## config.mk

```make
export PLATFORM = sky130hd
export DESIGN_NAME = seq_player_flat
export DESIGN_NICKNAME = d
export VERILOG_FILES = /design/src/rtl/genius_pkg.sv /design/src/rtl/seq_player_if.sv /design/src/rtl/seq_player_phase_timer.sv /design/src/rtl/seq_player.sv /design/src/flat_wrapper.sv
export SDC_FILE = /design/constraint.sdc
export NUM_CORES = 1
export LEC_CHECK = 0
export ABC_CLOCK_PERIOD_IN_PS = 3800
export CORE_MARGIN = 2
export CORE_UTILIZATION = 53
export DETAILED_ROUTE_END_ITERATION = 16
export GPL_TIMING_DRIVEN = 0
export HOLD_SLACK_MARGIN = 0.03
export PLACE_DENSITY = 0.78
export RECOVER_POWER = 25
export SYNTH_ARGS = -nofsm -noshare
export SYNTH_HDL_FRONTEND = slang
export SYNTH_HIERARCHICAL = 1
export SYNTH_SLANG_ARGS = --single-unit
```

## constraint.sdc

```tcl
create_clock -name clk -period 3.8 [get_ports clk]
set_input_delay 0.38 -clock clk [delete_from_list [all_inputs] [get_ports clk]]
set_output_delay 0.38 -clock clk [all_outputs]
set_load 0.01 [all_outputs]
```

## src/rtl/genius_pkg.sv

```systemverilog
// Shared definitions for the Genius game blocks: state encoding, colour words
// and bus widths.
package genius_pkg;

    localparam int unsigned ADDR_W  = 4;
    localparam int unsigned COLOR_W = 4;

    typedef enum logic [1:0] {
        IDLE,
        SHOW,
        GAP,
        DONE
    } state_t;

    localparam logic [COLOR_W-1:0] COLOR0 = 4'b0001;
    localparam logic [COLOR_W-1:0] COLOR1 = 4'b0010;
    localparam logic [COLOR_W-1:0] COLOR2 = 4'b0100;
    localparam logic [COLOR_W-1:0] COLOR3 = 4'b1000;

endpackage

```

## src/rtl/seq_player_if.sv

```systemverilog
// Playback bus of seq_player: controller handshake, sequence-ROM port and
// LED/status outputs.
interface seq_player_if;
    import genius_pkg::*;

    logic               start;
    logic               abort;
    logic [ADDR_W-1:0]  round;
    logic [ADDR_W-1:0]  rom_addr;
    logic [COLOR_W-1:0] rom_data;
    logic [COLOR_W-1:0] leds;
    logic               busy;
    logic               done;

    modport master (
        output start, abort, round, rom_data,
        input  rom_addr, leds, busy, done
    );

    modport slave (
        input  start, abort, round, rom_data,
        output rom_addr, leds, busy, done
    );

endinterface

```

## src/rtl/seq_player_phase_timer.sv

```systemverilog
// Phase counter for seq_player: counts up from 0 after each clear and flags the
// last cycle of a phase lasting `limit` cycles.
module phase_timer #(
    parameter int unsigned CNT_W = 25
) (
    input  logic         clk,
    input  logic         rst,
    input  logic         clear,
    input  logic [CNT_W:0] limit,
    output logic         expired
);

    logic [CNT_W-1:0] count;

    always_ff @(posedge clk) begin
        if (rst || clear) begin
            count <= '0;
        end else begin
            count <= count + CNT_W'(1);
        end
    end

    // limit is one bit wider so a phase of exactly 2**CNT_W cycles still fits
    assign expired = ({1'b0, count} == (limit - (CNT_W + 1)'(1)));

endmodule

```

## src/rtl/seq_player.sv

```systemverilog
// Genius round playback: walks the sequence ROM from address 0 to the round
// index, lighting each colour for ON_CYCLES and blanking for OFF_CYCLES.
module seq_player
    import genius_pkg::*;
#(
    parameter int unsigned ON_CYCLES  = 25_000_000,
    parameter int unsigned OFF_CYCLES = 12_500_000,
    parameter int unsigned CNT_W      = 25
) (
    input  logic    clk,
    input  logic    rst,
    seq_player_if.slave bus
);

    if (ON_CYCLES < 1 || OFF_CYCLES < 1 ||
        ((ON_CYCLES - 1) >> CNT_W) != 0 || ((OFF_CYCLES - 1) >> CNT_W) != 0) begin : g_param_check
        $error("seq_player: CNT_W too narrow for ON_CYCLES/OFF_CYCLES, or a phase length is zero");
    end

    localparam logic [CNT_W:0] ON_LIM  = (CNT_W + 1)'(ON_CYCLES);
    localparam logic [CNT_W:0] OFF_LIM = (CNT_W + 1)'(OFF_CYCLES);

    state_t             state, state_n;
    logic [COLOR_W-1:0] leds_q, leds_n;
    logic [ADDR_W-1:0]  addr_q, addr_n;
    logic [ADDR_W-1:0]  round_q, round_n;
    logic               last_q, last_n;
    logic               busy_q, busy_n;
    logic               done_q, done_n;
    logic               clear;
    logic               expired;
    logic [CNT_W:0]     limit;

    assign limit = (state == SHOW) ? ON_LIM : OFF_LIM;

    phase_timer #(
        .CNT_W (CNT_W)
    ) u_timer (
        .clk     (clk),
        .rst     (rst),
        .clear   (clear),
        .limit   (limit),
        .expired (expired)
    );

    always_ff @(posedge clk) begin
        if (rst) begin
            state   <= IDLE;
            leds_q  <= '0;
            addr_q  <= '0;
            round_q <= '0;
            last_q  <= 1'b0;
            busy_q  <= 1'b0;
            done_q  <= 1'b0;
        end else begin
            state   <= state_n;
            leds_q  <= leds_n;
            addr_q  <= addr_n;
            round_q <= round_n;
            last_q  <= last_n;
            busy_q  <= busy_n;
            done_q  <= done_n;
        end
    end

    always_comb begin
        state_n = state;
        leds_n  = leds_q;
        addr_n  = addr_q;
        round_n = round_q;
        last_n  = last_q;
        busy_n  = busy_q;
        done_n  = 1'b0;
        clear   = 1'b0;

        case (state)
            IDLE: begin
                addr_n = '0;
                leds_n = '0;
                busy_n = 1'b0;
                clear  = 1'b1;
                if (bus.start) begin
                    round_n = bus.round;
                    leds_n  = bus.rom_data;
                    last_n  = 1'b0;
                    busy_n  = 1'b1;
                    state_n = SHOW;
                end
            end
            SHOW: begin
                if (expired) begin
                    state_n = GAP;
                    leds_n  = '0;
                    clear   = 1'b1;
                    // last_q records whether the address advanced, since the
                    // new address alone cannot tell the final step apart
                    if (addr_q != round_q) begin
                        addr_n = addr_q + ADDR_W'(1);
                        last_n = 1'b0;
                    end else begin
                        last_n = 1'b1;
                    end
                end
            end
            GAP: begin
                if (expired) begin
                    clear = 1'b1;
                    if (last_q) begin
                        state_n = DONE;
                        busy_n  = 1'b0;
                        done_n  = 1'b1;
                    end else begin
                        state_n = SHOW;
                        leds_n  = bus.rom_data;
                    end
                end
            end
            DONE: begin
                clear   = 1'b1;
                addr_n  = '0;
                busy_n  = 1'b0;
                state_n = IDLE;
            end
            default: begin
                state_n = IDLE;
            end
        endcase

        if (bus.abort) begin
            state_n = IDLE;
            leds_n  = '0;
            addr_n  = '0;
            busy_n  = 1'b0;
            done_n  = 1'b0;
            clear   = 1'b1;
        end
    end

    assign bus.rom_addr = addr_q;
    assign bus.leds     = leds_q;
    assign bus.busy     = busy_q;
    assign bus.done     = done_q;

endmodule

```

## src/flat_wrapper.sv

```systemverilog
// flat-port wrapper written by rule: the top's interface ports become plain ports
module seq_player_flat import genius_pkg::*;
#(
    parameter int unsigned ON_CYCLES  = 25_000_000,
    parameter int unsigned OFF_CYCLES = 12_500_000,
    parameter int unsigned CNT_W      = 25
)
  (clk, rst, bus_start, bus_abort, bus_round, bus_rom_data, bus_rom_addr, bus_leds, bus_busy, bus_done);
  seq_player_if bus_i ();
  input  logic clk;
  input  logic rst;
  input wire logic [$bits(bus_i.start)-1:0] bus_start;
  input wire logic [$bits(bus_i.abort)-1:0] bus_abort;
  input wire logic [$bits(bus_i.round)-1:0] bus_round;
  input wire logic [$bits(bus_i.rom_data)-1:0] bus_rom_data;
  output wire logic [$bits(bus_i.rom_addr)-1:0] bus_rom_addr;
  output wire logic [$bits(bus_i.leds)-1:0] bus_leds;
  output wire logic [$bits(bus_i.busy)-1:0] bus_busy;
  output wire logic [$bits(bus_i.done)-1:0] bus_done;
  assign bus_i.start = bus_start;
  assign bus_i.abort = bus_abort;
  assign bus_i.round = bus_round;
  assign bus_i.rom_data = bus_rom_data;
  assign bus_rom_addr = bus_i.rom_addr;
  assign bus_leds = bus_i.leds;
  assign bus_busy = bus_i.busy;
  assign bus_done = bus_i.done;
  seq_player #(.ON_CYCLES(ON_CYCLES), .OFF_CYCLES(OFF_CYCLES), .CNT_W(CNT_W)) u_core (.clk(clk), .rst(rst), .bus(bus_i));
endmodule
```

==> results of run 1 <==
## cell type report
cell class,instances,area share
Timing Repair Buffer,34,0.0866
Sequential cell,42,0.232
Inverter,16,0.0176
Buffer,9,0.0121
Multi-Input combinational cell,343,0.602
Clock inverter,1,0.00138
Tap cell,70,0.0241
Clock buffer,7,0.0238
## metal layers
| layer | part of all wire | wire, um | vias up |
|---|---|---|---|
| li1 | - | - | 1409 |
| met1 | 0.45 | 3020 | 1243 |
| met2 | 0.49 | 3280 | 54 |
| met3 | 0.037 | 247 | 9 |
| met4 | 0.014 | 93 | 0 |
| met5 | 0 | 0 | - |
## kinds of logic after synthesis
logic type	Yosys count
mux	7
other cells	2
fa+ha+maj	10
xor+xnor	55
compound gates	59
flops	42
simple gates	157
buf+inv	26
## power groups by stage
stage,sequential [W],clock [W],combinational [W]
after floorplan,0.000461,0,0.0000984
after global placement,0.000461,0,0.000131
final,0.000451,0.000300,0.000156
after global routing,0.000452,0.000323,0.000173
after detailed placement,0.000461,0,0.000135
after CTS,0.000451,0.000305,0.000143
## stage by stage
stage          TNS, ns  power [W]
2_1_floorplan        0   0.000560
3_3_place_gp    -26.84   0.000593
3_5_place_dp    -28.94   0.000596
4_1_cts              0   0.000899
5_1_grt              0   0.000949
6_report             0   0.000907
## repair_timing
item	CTS	global route
resized for setup	7	4
pin swaps	1	2
endpoints found under the setup margin	38	31
setup buffers	7	6
gates cloned	0	0
## cells in the final DEF (no fill, tap or decap), drive strengths merged, types with 4 or more instances in the layout
master,synthesis,final
o21ai,13,13
nand2,29,29
mux2i,6,6
nand4,10,10
inv,16,15
nor3b,4,4
nor4,9,9
xnor2,21,21
buf,2,14
clkdlybuf4s50,0,13
clkbuf,8,15
ha,10,10
dfxtp,42,42
nor2,36,36
nand4b,4,4
xor2,34,34
and3,5,5
or4b,5,5
or3,4,4
nor3,11,11
a21oi,20,20
dlygate4sd3,0,8
or2,4,4
nand3,20,20
nand2b,5,5
conb,2,55
## worst max-delay path by stage
stage | startpoint | end | slack [ns] | cells after the start
after floorplan | u_core/state[1]$_SDFFE_PP0P_ | u_core/bus.leds[0]$_SDFFE_PP0P_ | 0.02 | 15
after global placement | u_core/state[1]$_SDFFE_PP0P_ | u_core/u_timer/count[22]$_SDFF_PP0_ | -0.93 | 16
after detailed placement | u_core/state[1]$_SDFFE_PP0P_ | u_core/u_timer/count[4]$_SDFF_PP0_ | -0.99 | 16
after CTS | u_core/state[1]$_SDFFE_PP0P_ | u_core/bus.leds[3]$_SDFFE_PP0P_ | 0.0002 | 15
after global routing | u_core/state[1]$_SDFFE_PP0P_ | u_core/bus.leds[3]$_SDFFE_PP0P_ | 0.02 | 15
final | u_core/state[1]$_SDFFE_PP0P_ | u_core/bus.leds[3]$_SDFFE_PP0P_ | 0.22 | 15
## sequential cells by signal (all words and copies together), names as in the netlist
signal / cells
u_core/last_q: 1
u_core/bus.leds: 4
u_core/bus.busy: 1
u_core/bus.rom_addr: 4
u_core/round_q: 4
u_core/bus.done: 1
u_core/u_timer/count: 25
u_core/state: 2
## worst reg2reg max path, delay by kind of cell (launching register included)
| kind | cells | cell delay [ns] |
|---|---|---|
| AOI/OAI and AO/OA | 6 | 1.04 |
| xor gates and xnor gates | 1 | 0.15 |
| adders and majority gates | 1 | 0.24 |
| buffers and inverters | 3 | 0.54 |
| DFF | 1 | 0.35 |
| and+or+nand+nor | 4 | 1.20 |
==> results.cfg, run 1 <==
[global_route]
grt_antenna_before_repair = 0
grt_usage = 0.224
grt-ovfl-total = 0
grt_pass1_vias = 2568
grt_busiest_layer = met2
globalRouteMet1Util = 0.280
met3_usage = 0.0430
grt_pass1_wl_mm = 11.1
grt_max_degree = 28
globalRouteMet2Util = 0.382

[sta]
fin_crit_sh = 0.942
rsz0062_at_grt = false
period_needed_ns = 3.58
tightestPinTransition_ns = 0.490
setup_viol_count_final = 0
timing.final.ws_setup_ns = 0.220
slew_headroom = 0.671
hold_viol_final = 0
slew_viol_final = 0
final.setup_skew_ns = 0.00518
whs_ns = 0.471
fmax_mhz = 279

[critical_path]
critPathMaxStageDelay_ns = 0.52
rr_endpoint = u_core/bus.leds[3]$_SDFFE_PP0P_
crit_fanout = 8
critPathArrivalTime_ns = 3.80
critPathTopFamily = simple AND/OR/NAND/NOR gates
required_ns = 4.02
cp_cell_sequence = inv_1, ha_4, clkinvlp_4, buf_4, xor2_1, and3_1, o21ai_0, a21oi_1, o2111ai_1, nor4_2, o211a_1, nand2b_2, a22oi_2, or4b_1, a21oi_1
r2r_setup_slack_ns = 0.22
worst-path-buf-inv = 3
cp_common_cell = a21oi_1
slowest_stage = or4b_1
cp-start-kind = register
rr_worst_depth = 15
r2r-start = u_core/state[1]$_SDFFE_PP0P_
critPathKind = register to register
cp-end-kind = register

[yosys]
synth_fa_ha_area_frac = 0.0431
ys_ff_latch = 42
avgSynthCellArea_um2 = 8.10
synth_compound_gate_area_share = 0.129
yosysWarnings = 6
synthTopCellsByCount = dfxtp_1 (42), nor2_1 (36), xor2_1 (34)
synth.top_cell.area_share = 0.290
synth.mux.area_fraction = 0.0246
synth.area.top_cells = dfxtp_1 (29%), xor2_1 (10%), xnor2_1 (6.3%), nor2_1 (4.7%), ha_1 (4.3%)
synth.distinct_cells = 55
postSynthCellCount = 358
ys_async_sr_fraction = 0
synth_flop_cell = dfxtp_1
syn_area_mm2 = 0.00290
synth_largest_area_cell = dfxtp_1
synth_top_family_by_area = simple AND/OR/NAND/NOR gates
synthXorXnorAreaFrac = 0.166
synth-edff-count = 0
synth_simple_gate_area_frac = 0.308
synth.most_common_cell = dfxtp_1
ys_seq_area_frac = 0.290

[cts]
cts_inserted_buffers = 5
cts-root-buf = clkbuf_8
clk_path_buf_depth = 2
path_clk_slew_ns = 0.08
postCtsHoldBufs = 0
cts_max_level = 2
clkLatencyLatePin_ns = 0.30
cts_sinks = 42
cts_tree = built

[power_and_ir_drop]
power_frac_clock = 0.331
p_comb_frac = 0.172
p_int_w = 0.000660
p_seq_frac = 0.498
power_switching_share = 0.272
leakagePower_nw = 1.34
ir_worst_vdd_mv = 0.183
p_per_area_mw_per_mm2 = 250
p_sw_w = 0.000247

[finish]
regArea_um2 = 843
nets = 473
fillers = 453
diodes = 0
fin_area_mm2 = 0.00363
syn2layout_area_growth_pct = 25.1
fin_util = 0.697
layout.cells.non_filler = 522
layout-drive-gt1-share = 0.0929
multiInputGateArea_mm2 = 0.00218

[placed_design]
dp.cells = 502
numPortBuffers = 21
placedInstanceArea_mm2 = 0.00340
hpwl_mm = 4.69
place.gp.congestion = 0.791
dp_slack_ns = -0.991

[drt]
drtAntennaViolNets = 0
routed_wl_mm = 6.65
drcViolationCount = 0
viasPerCell = 5.20
drt_iter0_markers = 156
dr.pass1.iters = 5
wire_per_inst_um = 12.7
vias = 2715

[min_path]
whs_path_depth = 2
min_to = u_core/round_q[3]$_SDFFE_PP0P_
hold_start = u_core/round_q[3]$_SDFFE_PP0P_
worstHoldPathType = register to register

[die]
core-area_mm2 = 0.00520
die_y_um = 78.0
initial_core_util = 0.557
dieArea_mm2 = 0.00608
fp-row-count = 26
die_w_um = 78.0
ios = 22

[run_status]
outcome = completed

[flow_run]
maxCapViolCount = 0
Note: power is estimated with default switching activity, not from simulation.
==> run 2, diff against run 1 <==
- CORE_MARGIN: 2 -> 4
==> run 2 against run 1 <==
  * Fmax shrank 0.87%
  * Sequential share of layout area grew 0.064 points
  * Die area grew 11%
  * Routed wire length shrank 4.6%
  * Setup slack lost 0.031 ns
  * First-iteration DRC count shrank 34%
  * Combinational power shrank 3%
  * Critical endpoint is now u_core/bus.leds[0]$_SDFFE_PP0P_
==> results.cfg, run 2 (synthesized netlist as in run 1, its figures left out) <==
[run_status]
outcome = completed

[die]
die_w_um = 82.0
core-area_mm2 = 0.00520
die_y_um = 82.0
fp-row-count = 26
dieArea_mm2 = 0.00672
ios = 22
initial_core_util = 0.557

[global_route]
globalRouteMet1Util = 0.255
grt-ovfl-total = 0
globalRouteMet2Util = 0.366
grt_max_degree = 17
grt_busiest_layer = met2
grt_pass1_vias = 2557
grt_pass1_wl_mm = 11.1
met3_usage = 0.0570
grt_antenna_before_repair = 0
grt_usage = 0.210

[sta]
slew_viol_final = 0
period_needed_ns = 3.61
fmax_mhz = 277
final.setup_skew_ns = 0.0101
hold_viol_final = 0
fin_crit_sh = 0.950
setup_viol_count_final = 0
whs_ns = 0.475
tightestPinTransition_ns = 0.508
timing.final.ws_setup_ns = 0.189
slew_headroom = 0.658

[cts]
cts_tree = built
clk_path_buf_depth = 2
path_clk_slew_ns = 0.08
cts_sinks = 42
postCtsHoldBufs = 0
cts_inserted_buffers = 5
cts-root-buf = clkbuf_8
clkLatencyLatePin_ns = 0.31
cts_max_level = 2

[power_and_ir_drop]
power_frac_clock = 0.340
p_comb_frac = 0.165
p_int_w = 0.000647
p_sw_w = 0.000265
p_seq_frac = 0.495
ir_worst_vdd_mv = 0.269
p_per_area_mw_per_mm2 = 252
power_switching_share = 0.291
leakagePower_nw = 1.32
finalPower_w = 0.000913

[critical_path]
slowest_stage = or4b_1
critPathMaxStageDelay_ns = 0.53
crit_fanout = 8
cp_cell_sequence = inv_2, ha_4, buf_4, clkbuf_1, nor3_2, nand4b_1, mux2_2, o22ai_1, nand4_1, nor4_2, o211a_2, nand2b_2, a22oi_2, or4b_1, a21oi_1
r2r-start = u_core/state[1]$_SDFFE_PP0P_
critPathKind = register to register
r2r_setup_slack_ns = 0.19
critPathLaunch = u_core/state[1]$_SDFFE_PP0P_
critPathArrivalTime_ns = 3.84
cp-end-kind = register
cp-start-kind = register
worst-path-buf-inv = 3
required_ns = 4.03
critPathTopFamily = simple AND/OR/NAND/NOR gates

[drt]
drtAntennaViolNets = 0
wire_per_inst_um = 12.2
drt_iter0_markers = 103
routed_wl_mm = 6.34
dr.pass1.iters = 4
viasPerCell = 5.21
vias = 2715
drcViolationCount = 0

[finish]
diodes = 0
layout.cells.most_common_list = conb_1 (55), dfxtp_1 (40), nor2_1 (35)
fillers = 428
syn2layout_area_growth_pct = 24.7
layout-drive-gt1-share = 0.0976
regMostFlops = u_core/u_timer/count
regArea_um2 = 843
largest_register_ffs = 25
nets = 472
fin_area_mm2 = 0.00362
multiInputGateArea_mm2 = 0.00218
final_common_cell = conb_1

[placed_design]
place.gp.congestion = 0.812
numPortBuffers = 21
hpwl_mm = 4.59
dp_slack_ns = -1.00
placedInstanceArea_mm2 = 0.00340

[min_path]
worstHoldPathType = register to register
hold_start = u_core/bus.leds[2]$_SDFFE_PP0P_

[flow_run]
maxCapViolCount = 0
## run 2: cell count changes in the layout (fill, tap and decap cells not counted), sizes merged
cell	delta
inv	+3
clkbuf	-2
buf	-1
clkinv	-1
## run 2: per-stage QoR
stage / std cells / util / TNS, ns
after floorplan: 411 / - / 0
after global placement: 502 / 0.653 / -26.60
after detailed placement: 502 / 0.653 / -29.35
after CTS: 517 / 0.688 / 0
after global routing: 521 / 0.695 / -0.00920
final: 521 / 0.695 / 0
## run 2: per-layer routing
layer	up-vias	part of all wire
li1	1405	-
met3	10	0.036
met5	-	0
met1	1261	0.47
met2	39	0.49
met4	0	0.0096
## run 2: worst min-delay path: stages, from the launching register on
cell,delay [ns]
dfxtp_1,0.31
o21ai_0,0.06
a21oi_1,0.06
## run 2: worst paths after layout
check                                    endpoint  cells after the start
setup / recovery  u_core/bus.leds[0]$_SDFFE_PP0P_                     15
hold / removal    u_core/bus.leds[2]$_SDFFE_PP0P_                      2
setup reg to reg  u_core/bus.leds[0]$_SDFFE_PP0P_                     15
hold reg to reg   u_core/bus.leds[2]$_SDFFE_PP0P_                      2
## run 2: what timing repair did
action	4_1_cts	5_1_grt
pin swaps	1	2
setup endpoints to repair	38	29
setup buffers	7	4
gates resized for setup	8	5
## run 2: power groups by stage
stage / combinational [W] / clock, W / sequential, W
detailed placement: 0.000134 / 0 / 0.000462
floorplan: 0.0000984 / 0 / 0.000461
finish: 0.000151 / 0.000310 / 0.000452
CTS: 0.000144 / 0.000324 / 0.000452
global placement: 0.000132 / 0 / 0.000461
global route: 0.000169 / 0.000342 / 0.000453
## run 2: layout make-up
cell class | count | area share
multi-input combinational | 343 | 0.604
sequential | 42 | 0.233
timing repair buffer | 32 | 0.0809
tap | 70 | 0.0242
clock buffer | 5 | 0.0190
inverter | 16 | 0.0176
buffer | 10 | 0.0142
clock inverter | 3 | 0.00726
==> run 3, diff against run 2 <==
- REMOVE_ABC_BUFFERS: unset -> 1
- SLEW_MARGIN: unset -> 40
==> run 3 against run 2 <==
  * Non-clock buffer count is 12 lower
  * Setup slack got worse by 0.021 ns
  * First-iteration DRC count rose by 47%
  * Final area shrank 1.0%
  * Utilization decreased by 0.72 points
  * Critical endpoint is now u_core/bus.leds[3]$_SDFFE_PP0P_
  * Highest routed layer unchanged
==> results.cfg, run 3 (synthesized netlist as in run 1, its figures left out) <==
[critical_path]
critPathKind = register to register
cp-end-kind = register
r2r_setup_slack_ns = 0.17
r2r-start = u_core/state[1]$_SDFFE_PP0P_
required_ns = 4.03
rr_worst_depth = 14
rr_endpoint = u_core/bus.leds[3]$_SDFFE_PP0P_
crit_fanout = 10
critPathArrivalTime_ns = 3.86
cp-start-kind = register

[finish]
layout-drive-gt1-share = 0.0750
nets = 461
diodes = 0
syn2layout_area_growth_pct = 23.4
fin_area_mm2 = 0.00358
final_common_cell = conb_1
layout.cells.most_common_list = conb_1 (55), dfxtp_1 (42), nor2_1 (35)
fin_util = 0.688
largest_register_ffs = 25
regMostFlops = u_core/u_timer/count

[placed_design]
numPortBuffers = 21
dp_slack_ns = -1.02
hpwl_mm = 4.70
placedInstanceArea_mm2 = 0.00335
place.gp.congestion = 0.764

[die]
die_y_um = 82.0
fp-row-count = 26
die_w_um = 82.0
ios = 22
dieArea_mm2 = 0.00672
core-area_mm2 = 0.00520
initial_core_util = 0.557

[power_and_ir_drop]
p_seq_frac = 0.474
power_frac_clock = 0.366
p_comb_frac = 0.160
power_switching_share = 0.258
p_per_area_mw_per_mm2 = 266
p_sw_w = 0.000245
leakagePower_nw = 1.30
p_int_w = 0.000707
ir_worst_vdd_mv = 0.211

[sta]
final.setup_skew_ns = 0.00458
slew_headroom = 0.654
tightestPinTransition_ns = 0.519
hold_viol_final = 0
timing.final.ws_setup_ns = 0.168
finalSetupTns_ns = 0
rsz0062_at_grt = false
setup_viol_count_final = 0
whs_ns = 0.479
fmax_mhz = 275
fin_crit_sh = 0.956
period_needed_ns = 3.63
slew_viol_final = 0

[global_route]
grt_pass1_wl_mm = 11.3
grt_pass1_vias = 2572
grt_usage = 0.211
grt-ovfl-total = 0
grt_max_degree = 26
grt_antenna_before_repair = 0

[flow_run]
maxCapViolCount = 0

[cts]
cts_tree = built
cts_inserted_buffers = 5
cts_sinks = 42
path_clk_slew_ns = 0.08
cts-root-buf = clkbuf_8
postCtsHoldBufs = 0
clk_path_buf_depth = 2
cts_max_level = 2
clkLatencyLatePin_ns = 0.29

[drt]
drcViolationCount = 0
vias = 2689
drt_iter0_markers = 151
dr.pass1.iters = 4
viasPerCell = 5.27
wire_per_inst_um = 12.8
drtAntennaViolNets = 0
routed_wl_mm = 6.55

[min_path]
min_to = u_core/bus.leds[3]$_SDFFE_PP0P_
whs_path_depth = 2
hold_start = u_core/bus.leds[3]$_SDFFE_PP0P_
worstHoldPathType = register to register

[run_status]
outcome = completed
==> run 3: cell type report <==
class	instances	area (um2)
clock inverters	2	37.5
repair buffers	30	294
inverters	16	63.8
multi-input cells	343	2180
clock buffers	6	72.6
well taps	70	87.6
repair inverters	1	5.00
flip-flops and latches	42	841
fillers	468	1630
==> run 3: worst max-delay path by stage <==
stage	from	endpoint	slack [ns]	cells after the start
3_5_place_dp	u_core/state[1]$_SDFFE_PP0P_	u_core/bus.leds[3]$_SDFFE_PP0P_	-1.02	14
5_1_grt	u_core/state[1]$_SDFFE_PP0P_	u_core/bus.leds[0]$_SDFFE_PP0P_	0.001	15
6_report	u_core/state[1]$_SDFFE_PP0P_	u_core/bus.leds[3]$_SDFFE_PP0P_	0.17	14
4_1_cts	u_core/state[1]$_SDFFE_PP0P_	u_core/bus.leds[3]$_SDFFE_PP0P_	0.005	14
3_3_place_gp	u_core/state[1]$_SDFFE_PP0P_	u_core/bus.leds[2]$_SDFFE_PP0P_	-1.55	14
2_1_floorplan	u_core/state[1]$_SDFFE_PP0P_	u_core/bus.leds[0]$_SDFFE_PP0P_	-0.53	14
==> run 3: worst max-delay path, cell delays in order, from the launching register on <==
cell	delay, ns
dfxtp_1	0.42
inv_1	0.15
ha_4	0.23
buf_4	0.19
nor3_1	0.26
nand4b_1	0.18
mux2_2	0.30
o22ai_1	0.15
nand4_1	0.13
nor4_2	0.26
o211a_1	0.32
nand2b_2	0.20
a22oi_2	0.10
or4b_1	0.53
a21oi_1	0.14
==> run 3: repair_timing <==
item / CTS / global route
buffers inserted: 4 / 5
endpoints found under the setup margin: 38 / 33
cloned: 1 / 0
gates resized for setup: 3 / 2
pin swaps: 0 / 1
endpoints found under the hold margin: 0 / 0
==> run 3: through the flow <==
step | cells | power, W
final | 510 | 0.000952
after global routing | 510 | 0.000996
after CTS | 505 | 0.000952
after detailed placement | 492 | 0.000594
after global placement | 492 | 0.000589
after floorplan | 401 | 0.000556
==> run 3: power by group through the flow <==
stage	logic, W	clock network [W]	registers [W]
after floorplan	0.0000949	0	0.000461
after global placement	0.000128	0	0.000461
after detailed placement	0.000132	0	0.000461
after CTS	0.000144	0.000357	0.000451
after global routing	0.000169	0.000375	0.000452
final	0.000152	0.000348	0.000451
==> run 3: routing by layer <==
layer | up-vias | global-route usage | share of wire
li1 | 1380 | - | -
met2 | 51 | 0.383 | 0.51
met4 | 0 | 0.0615 | 0.013
met3 | 8 | 0.0439 | 0.041
met5 | - | 0 | 0
met1 | 1250 | 0.248 | 0.43
